$ cat config.mk
export PLATFORM = sky130hd
export DESIGN_NAME = pq_arbiter
export DESIGN_NICKNAME = d
export VERILOG_FILES = /design/src/rtl/pq_pkg.sv /design/src/rtl/pq_arbiter_rr_pick.sv /design/src/rtl/pq_arbiter.sv
export SDC_FILE = /design/constraint.sdc
export NUM_CORES = 1
export LEC_CHECK = 0
export ABC_AREA = 1
export CELL_PAD_IN_SITES_DETAIL_PLACEMENT = 0
export CELL_PAD_IN_SITES_GLOBAL_PLACEMENT = 2
export CORE_ASPECT_RATIO = 1.5
export CORE_UTILIZATION = 23
export CTS_CLUSTER_SIZE = 20
export DETAILED_ROUTE_END_ITERATION = 8
export GPL_TIMING_DRIVEN = 0
export PLACE_DENSITY = 0.81
export SLEW_MARGIN = 20
export SYNTH_ARGS = -nofsm -noshare
export SYNTH_HDL_FRONTEND = slang
export SYNTH_SLANG_ARGS = --single-unit
export TNS_END_PERCENT = 10
$ cat constraint.sdc
create_clock -name clk -period 1.9 [get_ports clk]
set_input_delay 0.285 -clock clk [delete_from_list [all_inputs] [get_ports clk]]
set_output_delay 0.285 -clock clk [all_outputs]
set_load 0.01 [all_outputs]
$ cat src/rtl/pq_pkg.sv
// Purpose: shared types for the priority queue and the arbiter in front of it.
// Contents: kv_t record, arbiter FSM states, op encoding, KV_W width.
// Latency/backpressure: n/a (types only).
package pq_pkg;

  // 8-bit key/value record carried through the priority queue.
  typedef struct packed {
    logic [3:0] key;
    logic [3:0] val;
  } kv_t;

  localparam int KV_W = $bits(kv_t);

  typedef enum logic [1:0] {ARB_IDLE, ARB_ISSUE, ARB_WAIT, ARB_RESP} arb_state_t;

  typedef enum logic {OP_ENQ, OP_DEQ} pq_op_t;

endpackage

$ cat src/rtl/pq_arbiter_rr_pick.sv
// Purpose: round-robin selector: first set bit of elig at or after ptr, wrapping at NREQ.
// Latency: purely combinational.
// Backpressure: none; any=0 means nothing eligible and idx is then 0.
// Ports: elig (per-requester eligible), ptr (start index), idx (winner), any (winner exists).
module rr_pick #(
  parameter int NREQ = 4,
  localparam int IW = $clog2(NREQ)
) (
  input  logic [NREQ-1:0] elig,
  input  logic [IW-1:0]   ptr,
  output logic [IW-1:0]   idx,
  output logic            any
);

  always_comb begin
    int j;
    logic [IW-1:0] jj;
    j   = 0;
    jj  = '0;
    idx = '0;
    any = 1'b0;
    for (int k = 0; k < NREQ; k++) begin
      // Walk ptr, ptr+1, ... modulo NREQ; first eligible hit wins.
      j = int'(ptr) + k;
      if (j >= NREQ) j = j - NREQ;
      jj = IW'(j);
      if (!any && elig[jj]) begin
        any = 1'b1;
        idx = jj;
      end
    end
  end

endmodule

$ cat src/rtl/pq_arbiter.sv
// Purpose: shares one priority queue among NREQ requesters, round-robin, one op at a time.
// Latency: eligible in IDLE at t -> gnt/pq_enq|pq_deq at t+1 -> done at t+3 if pq_busy stays low.
// Backpressure: requests wait while pq_busy or PQ full/empty makes them ineligible; WAIT aborts after TIMEOUT busy cycles.
// Ports: req_enq/req_deq/req_kv from requesters; gnt/rsp_valid/rsp_kv/done/err_tmo/active_id back to them;
//        pq_enq/pq_deq/pq_kvi drive the PQ client side; pq_kvo/pq_full/pq_empty/pq_busy come back from it.
module pq_arbiter
  import pq_pkg::*;
#(
  parameter int NREQ    = 4,
  parameter int TIMEOUT = 64,
  localparam int IW = $clog2(NREQ)
) (
  input  logic                       clk,
  input  logic                       rst,
  input  logic [NREQ-1:0]            req_enq,
  input  logic [NREQ-1:0]            req_deq,
  input  logic [NREQ-1:0][KV_W-1:0]  req_kv,
  output logic [NREQ-1:0]            gnt,
  output logic [NREQ-1:0]            rsp_valid,
  output logic [KV_W-1:0]            rsp_kv,
  output logic                       done,
  output logic                       err_tmo,
  output logic [IW-1:0]              active_id,
  output logic                       pq_enq,
  output logic                       pq_deq,
  output logic [KV_W-1:0]            pq_kvi,
  input  logic [KV_W-1:0]            pq_kvo,
  input  logic                       pq_full,
  input  logic                       pq_empty,
  input  logic                       pq_busy
);

  localparam int CW = $clog2(TIMEOUT + 1);

  arb_state_t       state_q, state_d;
  pq_op_t           op_q, op_d;
  logic [IW-1:0]    ptr_q, ptr_d;
  logic [CW-1:0]    cnt_q, cnt_d;
  logic [IW-1:0]    active_id_q, active_id_d;
  logic [KV_W-1:0]  pq_kvi_q, pq_kvi_d;
  logic [KV_W-1:0]  rsp_kv_q, rsp_kv_d;
  logic [NREQ-1:0]  gnt_q, gnt_d;
  logic [NREQ-1:0]  rsp_valid_q, rsp_valid_d;
  logic             done_q, done_d;
  logic             err_tmo_q, err_tmo_d;
  logic             pq_enq_q, pq_enq_d;
  logic             pq_deq_q, pq_deq_d;

  // Dequeue takes precedence when a requester asks for both and the PQ has data.
  logic [NREQ-1:0]  deq_ok;
  logic [NREQ-1:0]  elig;
  logic [IW-1:0]    pick_idx;
  logic             pick_any;

  assign deq_ok = req_deq & {NREQ{~pq_empty}};
  assign elig   = deq_ok | (req_enq & {NREQ{~pq_full}});

  rr_pick #(.NREQ(NREQ)) u_rr_pick (
    .elig (elig),
    .ptr  (ptr_q),
    .idx  (pick_idx),
    .any  (pick_any)
  );

  always_comb begin
    state_d     = state_q;
    op_d        = op_q;
    ptr_d       = ptr_q;
    cnt_d       = cnt_q;
    active_id_d = active_id_q;
    pq_kvi_d    = pq_kvi_q;
    rsp_kv_d    = rsp_kv_q;
    gnt_d       = '0;
    rsp_valid_d = '0;
    done_d      = 1'b0;
    err_tmo_d   = 1'b0;
    pq_enq_d    = 1'b0;
    pq_deq_d    = 1'b0;

    case (state_q)
      ARB_IDLE: begin
        // Outputs are registered, so the ISSUE-cycle pulses are loaded on this transition.
        if (!pq_busy && pick_any) begin
          state_d            = ARB_ISSUE;
          active_id_d        = pick_idx;
          gnt_d[pick_idx]    = 1'b1;
          if (deq_ok[pick_idx]) begin
            op_d     = OP_DEQ;
            pq_deq_d = 1'b1;
            pq_kvi_d = '0;
          end else begin
            op_d     = OP_ENQ;
            pq_enq_d = 1'b1;
            pq_kvi_d = req_kv[pick_idx];
          end
        end
      end

      ARB_ISSUE: begin
        state_d = ARB_WAIT;
        cnt_d   = '0;
        ptr_d   = (active_id_q == IW'(NREQ - 1)) ? '0 : active_id_q + IW'(1);
      end

      ARB_WAIT: begin
        if (!pq_busy) begin
          state_d = ARB_RESP;
          done_d  = 1'b1;
          if (op_q == OP_DEQ) begin
            rsp_kv_d                 = pq_kvo;
            rsp_valid_d[active_id_q] = 1'b1;
          end
        end else begin
          if (cnt_q != CW'(TIMEOUT)) cnt_d = cnt_q + CW'(1);
          // This busy cycle is the TIMEOUT-th one: give up, no done/rsp.
          if (cnt_q >= CW'(TIMEOUT - 1)) begin
            err_tmo_d = 1'b1;
            state_d   = ARB_IDLE;
          end
        end
      end

      ARB_RESP: begin
        state_d = ARB_IDLE;
      end

      default: state_d = ARB_IDLE;
    endcase
  end

  always_ff @(posedge clk) begin
    if (rst) begin
      state_q     <= ARB_IDLE;
      op_q        <= OP_ENQ;
      ptr_q       <= '0;
      cnt_q       <= '0;
      active_id_q <= '0;
      pq_kvi_q    <= '0;
      rsp_kv_q    <= '0;
      gnt_q       <= '0;
      rsp_valid_q <= '0;
      done_q      <= 1'b0;
      err_tmo_q   <= 1'b0;
      pq_enq_q    <= 1'b0;
      pq_deq_q    <= 1'b0;
    end else begin
      state_q     <= state_d;
      op_q        <= op_d;
      ptr_q       <= ptr_d;
      cnt_q       <= cnt_d;
      active_id_q <= active_id_d;
      pq_kvi_q    <= pq_kvi_d;
      rsp_kv_q    <= rsp_kv_d;
      gnt_q       <= gnt_d;
      rsp_valid_q <= rsp_valid_d;
      done_q      <= done_d;
      err_tmo_q   <= err_tmo_d;
      pq_enq_q    <= pq_enq_d;
      pq_deq_q    <= pq_deq_d;
    end
  end

  assign gnt       = gnt_q;
  assign rsp_valid = rsp_valid_q;
  assign rsp_kv    = rsp_kv_q;
  assign done      = done_q;
  assign err_tmo   = err_tmo_q;
  assign active_id = active_id_q;
  assign pq_enq    = pq_enq_q;
  assign pq_deq    = pq_deq_q;
  assign pq_kvi    = pq_kvi_q;

endmodule

==> results.toml <==
[final_layout]
stdcell_count = 560
insertedDiodeCount = 0
fillCellCount = 1032
drive_gt1_frac = 0.229
post-route-util = 0.404
area_growth_pct = 70.3
nNetsFinal = 504

[setup_path]
critPathLaunchType = "register"
cp-endpoint = "pq_kvi[2]"
ff2ff_setup_slack_ns = -0.1
crit_arrival_ns = 2.18
timing.rr.start = "ptr_q[0]"
cp-startpoint = "ptr_q[0]"
reg2regPathDepth = 17
critical_path_required_ns = 2.08
r2r_end = "pq_kvi[2]"
endpoint_kind = "register"
critical_path_class = "register to register"
crit_fanout = 7

[cts]
ctsHtreeMaxLevel = 2
cts_hold_buf = 0
clock_sinks = 42
cts_tree = "done"
clk_pin_slew_ns = 0.06
cts-root-buf = "clkbuf_16"
insertion_delay_ns = 0.28
clk_path_buf_depth = 2
cts_buffers = 5

[pwr]
p_clk_frac = 0.164
leakage_nw = 1.69
power.internal_mw = 3.40
power.net_switching_mw = 2.63
p_comb_frac = 0.638
vdd_drop_max_mv = 0.824
switching_share = 0.436
finalPower_mw = 6.03
p_seq_frac = 0.197
power_density_nw_per_um2 = 1530

[sta]
slew_headroom = 0.710
finalSetupViolCount = 8
finalHoldViolCount = 0
worstMarginPinSlew_ns = 0.435
worst_slack_ns = -0.0972
rsz0062_at_grt = "true"
fin_skew_ns = 0.00509
fin_crit_sh = 1.05
drv_slew = 0
min_period_ns = 2.00
fin_tns_setup_ns = -0.564
max_freq_ghz = 0.501

[global_routing]
grt_overflow_total = 0
grt_pass1_vias = 2524
grt_max_degree = 13
grt_use_total = 0.142
antenna_found_initial = 0
grt_first_pass_wirelength_um = 11800

[floorplan]
start_util = 0.237
die_w_um = 83.8
design.core.area_sq_um = 9740
io_pins = 83
num_rows = 44
die_y_um = 125
die_area_sq_um = 10500

[outcome]
status = "finished with violations"
violations = "design-rule violations, negative setup slack"

[yosys]
synth_common_cells = "103 x nand2_1, 42 x dfxtp_1, 39 x nor2_1, 37 x nand3_1, 32 x inv_1"
netlist_instances = 339
synth_xor_area_frac = 0.0195
synth-adder-area-share = 0.0325
seq_area_frac_synth = 0.364
ys_seq_elements = 42
synthArstFlopShare = 0
synth.top_cell.area_share = 0.364
synth_compound_area_frac = 0.0883
synth_simple_gate_area_frac = 0.406
ys_warn_count = 0
yosys.area.top_type = "dfxtp_1"
synth_flop_cell = "dfxtp_1"
post-synth-top-count-cell = "nand2_1"
synth_edf_count = 0
synthTopCellsByArea = "dfxtp_1 36%, nand2_1 17%, nand3_1 8.0%, nor2_1 6.3%, inv_1 5.2%"
yosys-mux-area-fraction = 0
netlist_area_sq_um = 2310
avgSynthCellArea_sq_um = 6.81
synth_nets = 398
yosysUniqueCellTypes = 33
synth_top_family_by_area = "simple AND/OR/NAND/NOR gates"

[placement]
gp_congestion = 0.765
placed_cells = 535
hpwl_um = 5270
preCtsSetupSlack_ns = -0.604
port-buffer-count = 81

[detailed_routing]
dr.pass1.iters = 6
dr_total_vias = 2445
wl_um = 7030
viasPerCell = 4.37
drtAntennaViolNets = 0
drtIter0Drc = 86
wire_per_inst_um = 12.6
drc = 5

[flow_run]
maxCapViolCount = 0

[worst_hold_path]
min_path_type = "input port to register"
cell type report:
type | instances | area, sq um | area share
repair buffers | 99 | 966 | 0.246
multi-input cells | 252 | 1580 | 0.403
clock inverters | 1 | 30.0 | 0.00763
well taps | 115 | 144 | 0.0366
plain buffers | 10 | 92.6 | 0.0235
flip-flops and latches | 42 | 842 | 0.214
inverters | 35 | 136 | 0.0347
clock buffers | 6 | 139 | 0.0353
power by group through the flow:
| stage | clock [mW] | sequential, mW | combinational, mW |
|---|---|---|---|
| detailed placement | 0 | 1.20 | 2.90 |
| finish | 0.990 | 1.19 | 3.85 |
| global route | 1.05 | 1.22 | 4.28 |
| CTS | 1.02 | 1.19 | 3.57 |
| floorplan | 0 | 1.26 | 1.91 |
| global placement | 0 | 1.20 | 2.90 |
through the flow:
step / hold WS, ns / cell area [sq um]
global route: 0.400 / 3930
detailed placement: 0.459 / 3260
CTS: 0.350 / 3780
floorplan: 0.422 / 2310
finish: 0.345 / 3930
global placement: 0.435 / 3260
placed cells by master (no fill, tap or decap), types with 2 or more instances in the layout:
| cell | synthesis | layout |
|---|---|---|
| a31oi_1 | 2 | 2 |
| inv_1 | 32 | 30 |
| dlymetal6s2s_1 | 0 | 3 |
| nand3_2 | 8 | 7 |
| a21oi_1 | 10 | 8 |
| dlygate4sd2_1 | 0 | 3 |
| o21ai_0 | 16 | 16 |
| nor3_1 | 8 | 8 |
| nand3b_1 | 2 | 2 |
| a21oi_2 | 0 | 2 |
| nand2_4 | 1 | 15 |
| nor2_1 | 39 | 34 |
| nand2_1 | 103 | 75 |
| buf_6 | 3 | 4 |
| o21ai_4 | 0 | 2 |
| clkbuf_16 | 0 | 5 |
| clkbuf_1 | 3 | 3 |
| nand3_4 | 0 | 11 |
| buf_12 | 0 | 2 |
| inv_2 | 2 | 4 |
| dfxtp_1 | 42 | 41 |
| nor2_4 | 0 | 2 |
| nand2_2 | 4 | 18 |
| clkdlybuf4s50_1 | 0 | 75 |
| ha_1 | 6 | 6 |
| nand4_1 | 3 | 3 |
| buf_4 | 3 | 17 |
| nand3_1 | 37 | 27 |
| nor2_2 | 0 | 3 |
what timing repair did:
action / 4_1_cts / 5_1_grt
pin swaps: 30 / 27
setup buffers: 15 / 3
gates resized for setup: 56 / 35
setup endpoints to repair: 16 / 17
worst min path at each step:
stage	cells past startpoint	start	slack, ns	to
after global routing	2	rst	0.40	done
after CTS	2	rst	0.35	done
after detailed placement	1	cnt_q[6]	0.46	cnt_q[6]
after floorplan	1	cnt_q[6]	0.42	cnt_q[6]
after global placement	1	cnt_q[6]	0.43	cnt_q[6]
final	2	rst	0.34	done
worst max-delay path, stage by stage, from the launching register on:
cell	delay [ns]
dfxtp_2	0.34
buf_12	0.14
buf_12	0.12
nand3_4	0.10
nand3_2	0.10
nand2_2	0.08
nor2_2	0.13
nand3_2	0.10
nand2_4	0.10
nand2_4	0.07
buf_8	0.12
buf_4	0.15
nand2_1	0.06
nand2_1	0.05
nand2_1	0.06
nand3_1	0.07
nand2_1	0.07
nand2_1	0.05
kinds of logic (layout without fill, tap and decap cells):
kind of cell	count (synthesis)	count (layout)
compound gates	35	35
xor+xnor	3	3
buf+inv	45	151
flops	42	42
simple gates	208	208
fa+ha+maj	6	6
registers in the layout, summed over array words and instances (netlist names):
register and cells:
state_q 2, rsp_kv 8, rsp_valid 4, pq_kvi 8, ptr_q 2, pq_enq 1
op_q 1, err_tmo 1, active_id 2, gnt 4, cnt_q 7, done 1
pq_deq 1
layer usage:
| metal | up-vias | track usage | share of wire |
|---|---|---|---|
| li1 | 1297 | - | - |
| met1 | 1084 | 0.156 | 0.39 |
| met2 | 52 | 0.266 | 0.55 |
| met3 | 12 | 0.0225 | 0.031 |
| met4 | 0 | 0.0629 | 0.028 |
| met5 | - | 0 | 0 |
No activity file was read; power rests on OpenSTA's default activity.
